<file path="config.mk">
export PLATFORM = sky130hd
export DESIGN_NAME = ps2_device_tx
export DESIGN_NICKNAME = d
export VERILOG_FILES = /design/src/rtl/ps2_device_tx.sv
export SDC_FILE = /design/constraint.sdc
export NUM_CORES = 1
export LEC_CHECK = 0
export ABC_AREA = 1
export CAP_MARGIN = 20
export CORE_MARGIN = 5
export CORE_UTILIZATION = 35
export CTS_BUF_LIST = sky130_fd_sc_hd__clkbuf_4
export CTS_CLUSTER_DIAMETER = 100
export DETAILED_ROUTE_END_ITERATION = 10
export HOLD_SLACK_MARGIN = 0.12
export PLACE_DENSITY_LB_ADDON = 0.15
export SLEW_MARGIN = 10
export SYNTH_ARGS = -nofsm -noshare
export SYNTH_HDL_FRONTEND = slang
export SYNTH_SLANG_ARGS = --single-unit
</file>
<file path="constraint.sdc">
create_clock -name clk -period 3.9 [get_ports clk]
set_clock_uncertainty 0.1 [all_clocks]
set_input_delay 0.585 -clock clk [delete_from_list [all_inputs] [get_ports clk]]
set_output_delay 0.585 -clock clk [all_outputs]
set_load 0.05 [all_outputs]
</file>
<file path="src/rtl/ps2_device_tx.sv">
// Device-side PS/2 transmitter: buffers scan-code bytes in a small FIFO and
// serialises each one as an 11-bit frame (start, d0..d7, odd parity, stop).
//
// state  | meaning
// IDLE   | lines high, waiting for a queued byte while the host is not inhibiting
// BIT_HI | ps2_clk high; ps2_data presents the current frame bit
// BIT_LO | ps2_clk low; ps2_data held so the host samples a stable bit
// GAP    | both lines high for GAP_CYCLES before the next frame may start
module ps2_device_tx #(
  parameter int CLK_DIV    = 2000,
  parameter int GAP_CYCLES = 4000,
  parameter int FIFO_DEPTH = 8
) (
  input  logic       clk,
  input  logic       reset,
  input  logic [7:0] in_data,
  input  logic       in_valid,
  output logic       in_ready,
  input  logic       inhibit,
  output logic       ps2_clk,
  output logic       ps2_data,
  output logic       busy,
  output logic       tx_done
);

  localparam int PTR_W   = $clog2(FIFO_DEPTH);
  localparam int CNT_MAX = (GAP_CYCLES > CLK_DIV) ? GAP_CYCLES : CLK_DIV;
  localparam int CNT_W   = $clog2(CNT_MAX) + 1;

  localparam logic [CNT_W-1:0] DIV_LAST = CNT_W'(CLK_DIV - 1);
  localparam logic [CNT_W-1:0] GAP_LAST = CNT_W'(GAP_CYCLES - 1);
  localparam logic [PTR_W:0]   FULL_CNT = (PTR_W + 1)'(FIFO_DEPTH);
  localparam logic [3:0]       LAST_BIT = 4'd10;

  localparam logic [1:0] S_IDLE   = 2'd0;
  localparam logic [1:0] S_BIT_HI = 2'd1;
  localparam logic [1:0] S_BIT_LO = 2'd2;
  localparam logic [1:0] S_GAP    = 2'd3;

  logic [7:0]       mem_q [FIFO_DEPTH];
  logic [7:0]       mem_d [FIFO_DEPTH];
  logic [PTR_W-1:0] wr_ptr_q, wr_ptr_d;
  logic [PTR_W-1:0] rd_ptr_q, rd_ptr_d;
  logic [PTR_W:0]   count_q, count_d;

  logic [1:0]       state_q, state_d;
  logic [CNT_W-1:0] cnt_q, cnt_d;
  logic [3:0]       bit_q, bit_d;
  logic [10:0]      shreg_q, shreg_d;
  logic             ps2_clk_q, ps2_clk_d;
  logic             ps2_data_q, ps2_data_d;
  logic             busy_q, busy_d;
  logic             tx_done_q, tx_done_d;

  logic             full;
  logic             empty;
  logic             push;
  logic             pop;
  logic [7:0]       pop_byte;

  // Full is taken from the registered count only, so a same-cycle pop never
  // opens room for a push.
  always_comb begin
    full     = (count_q == FULL_CNT);
    empty    = (count_q == '0);
    push     = in_valid && !full;
    pop      = (state_q == S_IDLE) && !empty && !inhibit;
    pop_byte = mem_q[rd_ptr_q];
  end

  always_comb begin
    mem_d    = mem_q;
    wr_ptr_d = wr_ptr_q;
    rd_ptr_d = rd_ptr_q;
    count_d  = count_q;
    if (push) begin
      mem_d[wr_ptr_q] = in_data;
      wr_ptr_d        = wr_ptr_q + 1'b1;
    end
    if (pop) begin
      rd_ptr_d = rd_ptr_q + 1'b1;
    end
    case ({push, pop})
      2'b10:   count_d = count_q + 1'b1;
      2'b01:   count_d = count_q - 1'b1;
      default: count_d = count_q;
    endcase
  end

  always_comb begin
    state_d    = state_q;
    cnt_d      = cnt_q;
    bit_d      = bit_q;
    shreg_d    = shreg_q;
    ps2_clk_d  = ps2_clk_q;
    ps2_data_d = ps2_data_q;
    tx_done_d  = 1'b0;

    case (state_q)
      S_IDLE: begin
        ps2_clk_d  = 1'b1;
        ps2_data_d = 1'b1;
        cnt_d      = '0;
        if (pop) begin
          shreg_d    = {1'b1, ~^pop_byte, pop_byte, 1'b0};
          bit_d      = 4'd0;
          ps2_data_d = 1'b0;
          state_d    = S_BIT_HI;
        end
      end

      S_BIT_HI: begin
        if (cnt_q == DIV_LAST) begin
          cnt_d     = '0;
          ps2_clk_d = 1'b0;
          state_d   = S_BIT_LO;
        end else begin
          cnt_d = cnt_q + 1'b1;
        end
      end

      S_BIT_LO: begin
        if (cnt_q == DIV_LAST) begin
          cnt_d     = '0;
          ps2_clk_d = 1'b1;
          if (bit_q == LAST_BIT) begin
            tx_done_d  = 1'b1;
            ps2_data_d = 1'b1;
            state_d    = S_GAP;
          end else begin
            // Next bit appears only as the clock returns high.
            bit_d      = bit_q + 1'b1;
            shreg_d    = {1'b1, shreg_q[10:1]};
            ps2_data_d = shreg_q[1];
            state_d    = S_BIT_HI;
          end
        end else begin
          cnt_d = cnt_q + 1'b1;
        end
      end

      default: begin
        ps2_clk_d  = 1'b1;
        ps2_data_d = 1'b1;
        if (cnt_q == GAP_LAST) begin
          cnt_d   = '0;
          state_d = S_IDLE;
        end else begin
          cnt_d = cnt_q + 1'b1;
        end
      end
    endcase

    busy_d = (state_d != S_IDLE);
  end

  always_ff @(posedge clk) begin
    if (reset) begin
      wr_ptr_q   <= '0;
      rd_ptr_q   <= '0;
      count_q    <= '0;
      state_q    <= S_IDLE;
      cnt_q      <= '0;
      bit_q      <= 4'd0;
      shreg_q    <= '1;
      ps2_clk_q  <= 1'b1;
      ps2_data_q <= 1'b1;
      busy_q     <= 1'b0;
      tx_done_q  <= 1'b0;
    end else begin
      wr_ptr_q   <= wr_ptr_d;
      rd_ptr_q   <= rd_ptr_d;
      count_q    <= count_d;
      state_q    <= state_d;
      cnt_q      <= cnt_d;
      bit_q      <= bit_d;
      shreg_q    <= shreg_d;
      ps2_clk_q  <= ps2_clk_d;
      ps2_data_q <= ps2_data_d;
      busy_q     <= busy_d;
      tx_done_q  <= tx_done_d;
    end
  end

  // Storage needs no reset; validity is tracked by the pointers and count.
  always_ff @(posedge clk) begin
    mem_q <= mem_d;
  end

  assign in_ready = (count_q != FULL_CNT);
  assign ps2_clk  = ps2_clk_q;
  assign ps2_data = ps2_data_q;
  assign busy     = busy_q;
  assign tx_done  = tx_done_q;

endmodule

</file>
==> results.json, run 1 <==
{
  "coreArea_um2": 14400,
  "syn_nets": 634,
  "power_switching_mw": 1.27,
  "cts.clk_slew.worst_paths_ps": 160,
  "ys_seq_elements": 106,
  "r2r-start": "state_q[0]",
  "cts_sinks": 106,
  "crit_path_end_kind": "flop",
  "routed_via_density": 4.69,
  "initial_core_util_pct": 35.5,
  "drtIter0Drc": 176,
  "drive_gt1_share_pct": 5.10,
  "dr_total_vias": 3811,
  "yosys_warnings": 0,
  "num_rows": 44,
  "synth_edf_count": 64,
  "arrival_ps": 2930,
  "root_buffer": "clkbuf_4",
  "dp_slack_ps": 1160,
  "status": "complete, no violations",
  "syn_avg_cell_area_um2": 8.39,
  "worst_pin_slew_ps": 1020,
  "die_h_um": 131,
  "startpoint_type": "flop",
  "firstDrtPassIters": 4,
  "synth_top_cell_area_share_pct": 37.6,
  "antenna_found_initial": 0,
  "maxCapViolations": 0,
  "dpl_cell_area_um2": 5400,
  "drcViolationCount": 0,
  "place_congestion": 0.792,
  "num_io_pins": 17,
  "min-delay-start": "cnt_q[0]",
  "nets": 647,
  "slew_violations": 0,
  "port_buffers": 16,
  "grtUsageTotal_pct": 14.0,
  "fmax_mhz": 377,
  "cts_tree": "done",
  "die-area_um2": 17100,
  "hp-class": "reg2reg",
  "synth.area.top_cells": "edfxtp_1 38%, nand2_1 17%, dfxtp_1 16%",
  "p_per_area_nw_per_um2": 569,
  "worstPathRequired_ps": 4180,
  "drt-total-wl_um": 11000,
  "ys.flop_type": "edfxtp_1",
  "h-tree-depth": 3,
  "async_reset_ff_share_pct": 0,
  "postLayoutCellArea_um2": 5550,
  "cts_buffers": 9,
  "power.total_mw": 3.16,
  "wl_per_cell_um": 13.5,
  "grt_max_degree": 34,
  "setup_ws_ps": 1250,
  "first_global_vias": 3617,
  "synthesis.area_um2": 5120,
  "relSlewSlack_pct": 31.6,
  "area_growth_pct": 8.48,
  "clock_latency_ps": 500,
  "p_comb_share_pct": 36.6,
  "critPathMaxFanout": 20,
  "path_class": "reg2reg",
  "period_share_pct": 68.0,
  "dp_hpwl_um": 7540,
  "final_common_cell": "nand2_1",
  "die_w_um": 131,
  "overflow": 0,
  "p_leak_nw": 2.35,
  "detail-route-antenna-nets": 0,
  "setup_viol": 0,
  "synth_cell_types": 37,
  "period_minus_slack_ps": 2650,
  "hold_buffers": 0,
  "power_frac_clock_pct": 19.2,
  "syn_inst": 610,
  "clock_path_buffers": 2,
  "hold_violations": 0,
  "grt_pass1_wl_um": 18300,
  "rsz0062_at_grt": "false",
  "ir_drop_uv": 320,
  "final_cell_mix": "225 x nand2_1, 69 x inv_1, 64 x edfxtp_1, 57 x nand3_1, 42 x dfxtp_1",
  "yosysSeqAreaShare_pct": 54.0,
  "p_sw_share_pct": 40.2,
  "yosysTopAreaCell": "edfxtp_1",
  "cts_resized": 0,
  "cts_setup_buffers": 0,
  "seq_power_share_pct": 44.2,
  "internal_power_mw": 1.89,
  "startpoint": "state_q[0]",
  "finalSetupTns_ps": 0,
  "antenna_cells": 0
}
power groups by stage:
stage	Combinational [mW]	Sequential [mW]	Clock, mW
2_1_floorplan	0.940	1.40	0
6_report	1.16	1.40	0.605
5_1_grt	1.35	1.41	0.679
3_5_place_dp	1.16	1.42	0
4_1_cts	1.17	1.40	0.644
3_3_place_gp	1.16	1.42	0
Yosys cell counts, drive strengths merged (2+ instances only):
cell type and count:
a21oi 19, buf 16, clkbuf 4, dfxtp 42
edfxtp 64, ha 12, inv 73, nand2 226
nand3 58, nand4 2, nor2 37, nor3 3
nor3b 3, nor4 3, o21ai 25, xnor2 4
xor2 9
layout make-up:
| class | instances | area, um^2 |
|---|---|---|
| Clock buffer | 9 | 67.6 |
| Timing Repair Buffer | 22 | 205 |
| Tap cell | 184 | 230 |
| Multi-Input combinational cell | 410 | 1920 |
| Fill cell | 1492 | 8870 |
| Inverter | 74 | 283 |
| Clock inverter | 7 | 83.8 |
| Sequential cell | 106 | 2760 |
flip-flops by register name, indices dropped and copies added, names as in the netlist:
| name | flops |
|---|---|
| bit_q | 4 |
| busy | 1 |
| cnt_q | 13 |
| count_q | 4 |
| mem_q | 64 |
| ps2_clk | 1 |
| ps2_data | 1 |
| rd_ptr_q | 3 |
| shreg_q | 9 |
| state_q | 2 |
| tx_done | 1 |
| wr_ptr_q | 3 |
worst paths after layout:
check / endpoint / depth (start not counted) / slack [ps]
worst max-delay path: bit_q[1] / 9 / 1250
worst min-delay path: cnt_q[0] / 1 / 390
worst max register to register: bit_q[1] / 9 / 1250
worst min register to register: cnt_q[0] / 1 / 390
per-stage QoR:
stage	hold WS, ps	utilization (%)	instances
after CTS	396	38.5	812
after detailed placement	361	37.4	796
final	386	38.5	812
after global placement	331	37.4	796
after global routing	412	38.5	812
after floorplan	318	-	610
worst max-delay path, cell delays in order, from the launching register on:
cell     delay [ps]
dfxtp_1         380
inv_1           110
ha_1            550
inv_1           230
o21ai_0         330
nand3_2         310
inv_2           270
o21ai_0         110
o21ai_0          90
nor2_1           50
layer usage:
| layer | vias to the layer above | track usage (%) | wire length [um] |
|---|---|---|---|
| met5 | - | 0 | 0 |
| met4 | 0 | 3.99 | 123 |
| met3 | 9 | 3.66 | 357 |
| met2 | 41 | 23.3 | 5310 |
| met1 | 1770 | 18.0 | 5160 |
| li1 | 1991 | - | - |
logic make-up after synthesis:
logic type               synth area share [%]
XOR/XNOR                                 2.22
adder cells (fa/ha/maj)                  2.93
buffers and inverters                    8.51
flip-flops                               54.0
AO/OA/AOI/OAI                            5.48
AND/OR/NAND/NOR                          26.9
Note: power is estimated with default switching activity, not from simulation.
==> run 2: changes to the inputs <==
==> constraint.sdc (replaced) <==
create_clock -name clk -period 2.4 [get_ports clk]
set_clock_uncertainty 0.1 [all_clocks]
set_input_delay 0.36 -clock clk [delete_from_list [all_inputs] [get_ports clk]]
set_output_delay 0.36 -clock clk [all_outputs]
set_load 0.05 [all_outputs]
==> results.json, run 2 (synthesized netlist as in run 1, its figures left out) <==
{
  "area_growth_pct": 10.8,
  "internal_power_mw": 3.14,
  "place_congestion": 0.787,
  "p_sw_share_pct": 39.1,
  "power_switching_mw": 2.01,
  "coreArea_um2": 14400,
  "die_h_um": 131,
  "initial_core_util_pct": 35.5,
  "regMostFlops": "mem_q",
  "cts_tree": "done",
  "final_cell_mix": "225 x nand2_1, 69 x inv_1, 64 x edfxtp_1, 57 x nand3_1, 40 x dfxtp_1",
  "relSlewSlack_pct": 64.7,
  "dr_total_vias": 3831,
  "num_io_pins": 17,
  "p_leak_nw": 2.42,
  "hold_violations": 0,
  "n_fill_cell": 1485,
  "hold_path_depth": 1,
  "routed_via_density": 4.63,
  "slew_violations": 0,
  "startpoint_type": "flop",
  "wl_per_cell_um": 13.3,
  "firstDrtPassIters": 5,
  "p_comb_share_pct": 38.5,
  "port_buffers": 16,
  "path_class": "reg2reg",
  "hold_buffers": 0,
  "h-tree-depth": 3,
  "first_global_vias": 3703,
  "drive_gt1_share_pct": 7.47,
  "rr_worst_depth": 13,
  "dp_hpwl_um": 7510,
  "grt_pass1_wl_um": 18400,
  "status": "complete, no violations",
  "die-area_um2": 17100,
  "finalSetupTns_ps": 0,
  "nets": 662,
  "drcViolationCount": 0,
  "num_rows": 44,
  "antenna_found_initial": 1,
  "maxCapViolations": 0,
  "power_frac_clock_pct": 17.9,
  "cts.clk_slew.worst_paths_ps": 160,
  "postLayoutCellArea_um2": 5670,
  "final_common_cell": "nand2_1",
  "cts_buffers": 9,
  "crit_path_end_kind": "flop",
  "setup_viol": 0,
  "clock_latency_ps": 470,
  "critPathMaxFanout": 5,
  "grtUsageTotal_pct": 14.1,
  "power.total_mw": 5.15,
  "fmax_mhz": 451,
  "clock_path_buffers": 2,
  "period_share_pct": 92.4,
  "reg_top3": "mem_q: 64 flops, cnt_q: 13 flops, shreg_q: 9 flops",
  "grt_max_degree": 34,
  "p_per_area_nw_per_um2": 908,
  "period_minus_slack_ps": 2220,
  "drt-total-wl_um": 11000,
  "cts_sinks": 106,
  "largest_reg_flops": 64,
  "seq_power_share_pct": 43.5,
  "hp-class": "reg2reg",
  "rsz0062_at_grt": "true",
  "ir_drop_uv": 439,
  "arrival_ps": 2490,
  "cts_setup_buffers": 0,
  "dpl_cell_area_um2": 5530,
  "overflow": 0,
  "drtIter0Drc": 214,
  "die_w_um": 131,
  "detail-route-antenna-nets": 0,
  "worstPathRequired_ps": 2670,
  "root_buffer": "clkbuf_4",
  "worst_pin_slew_ps": 530
}
-- run 2: area by class of cell --
class	count	area (um^2)	share of cell area [%]
inverter	74	283	4.99
clock buffer	10	75.1	1.32
tap	184	230	4.06
timing repair buffer	37	329	5.80
sequential	106	2770	48.8
antenna	1	2.50	0.0441
multi-input combinational	410	1920	33.8
clock inverter	6	66.3	1.17
-- run 2: power groups by stage --
stage               registers (mW)  clock network (mW)  logic [mW]
detailed placement            2.28                   0        2.01
floorplan                     2.28                   0        1.53
finish                        2.24               0.923        1.98
CTS                           2.24               0.979        2.02
global route                  2.26                1.05        2.34
global placement              2.27                   0        1.96
-- run 2: layer usage --
metal	vias to the layer above	global-route usage, %	part of all wire, %
li1	2018	-	-
met5	-	0	0
met1	1754	17.8	47
met3	9	2.80	2.3
met4	0	6.23	1.2
met2	50	23.4	50
-- run 2: final timing paths --
kind,endpoint,start,slack [ps]
setup / recovery,count_q[3],state_q[1],180
hold / removal,cnt_q[0],cnt_q[0],370
setup reg to reg,count_q[3],state_q[1],180
hold reg to reg,cnt_q[0],cnt_q[0],370
-- run 2: stage by stage --
stage          cells  worst slack [ps]  hold slack (ps)  util [%]
6_report         828               181              373      39.3
5_1_grt          828             -18.9              412      39.3
4_1_cts          827              95.4              376      39.3
3_5_place_dp     811               124              354      38.3
3_3_place_gp     811               200              329      38.3
2_1_floorplan    610              12.9              318         -
-- run 2: critical path, stage by stage (launching register included) --
cell      delay, ps
dfxtp_2         410
inv_1            90
ha_1            190
inv_1            90
nor2_1           50
nand2_1          80
inv_1            60
ha_1            220
xnor2_1         160
nand3b_1        180
a21oi_1         140
o21ai_0         140
o21ai_1         150
a21oi_1          50
-- run 2: what timing repair did --
action,CTS,global route
cloned,0,0
gates resized for setup,1,4
endpoints found under the setup margin,1,3
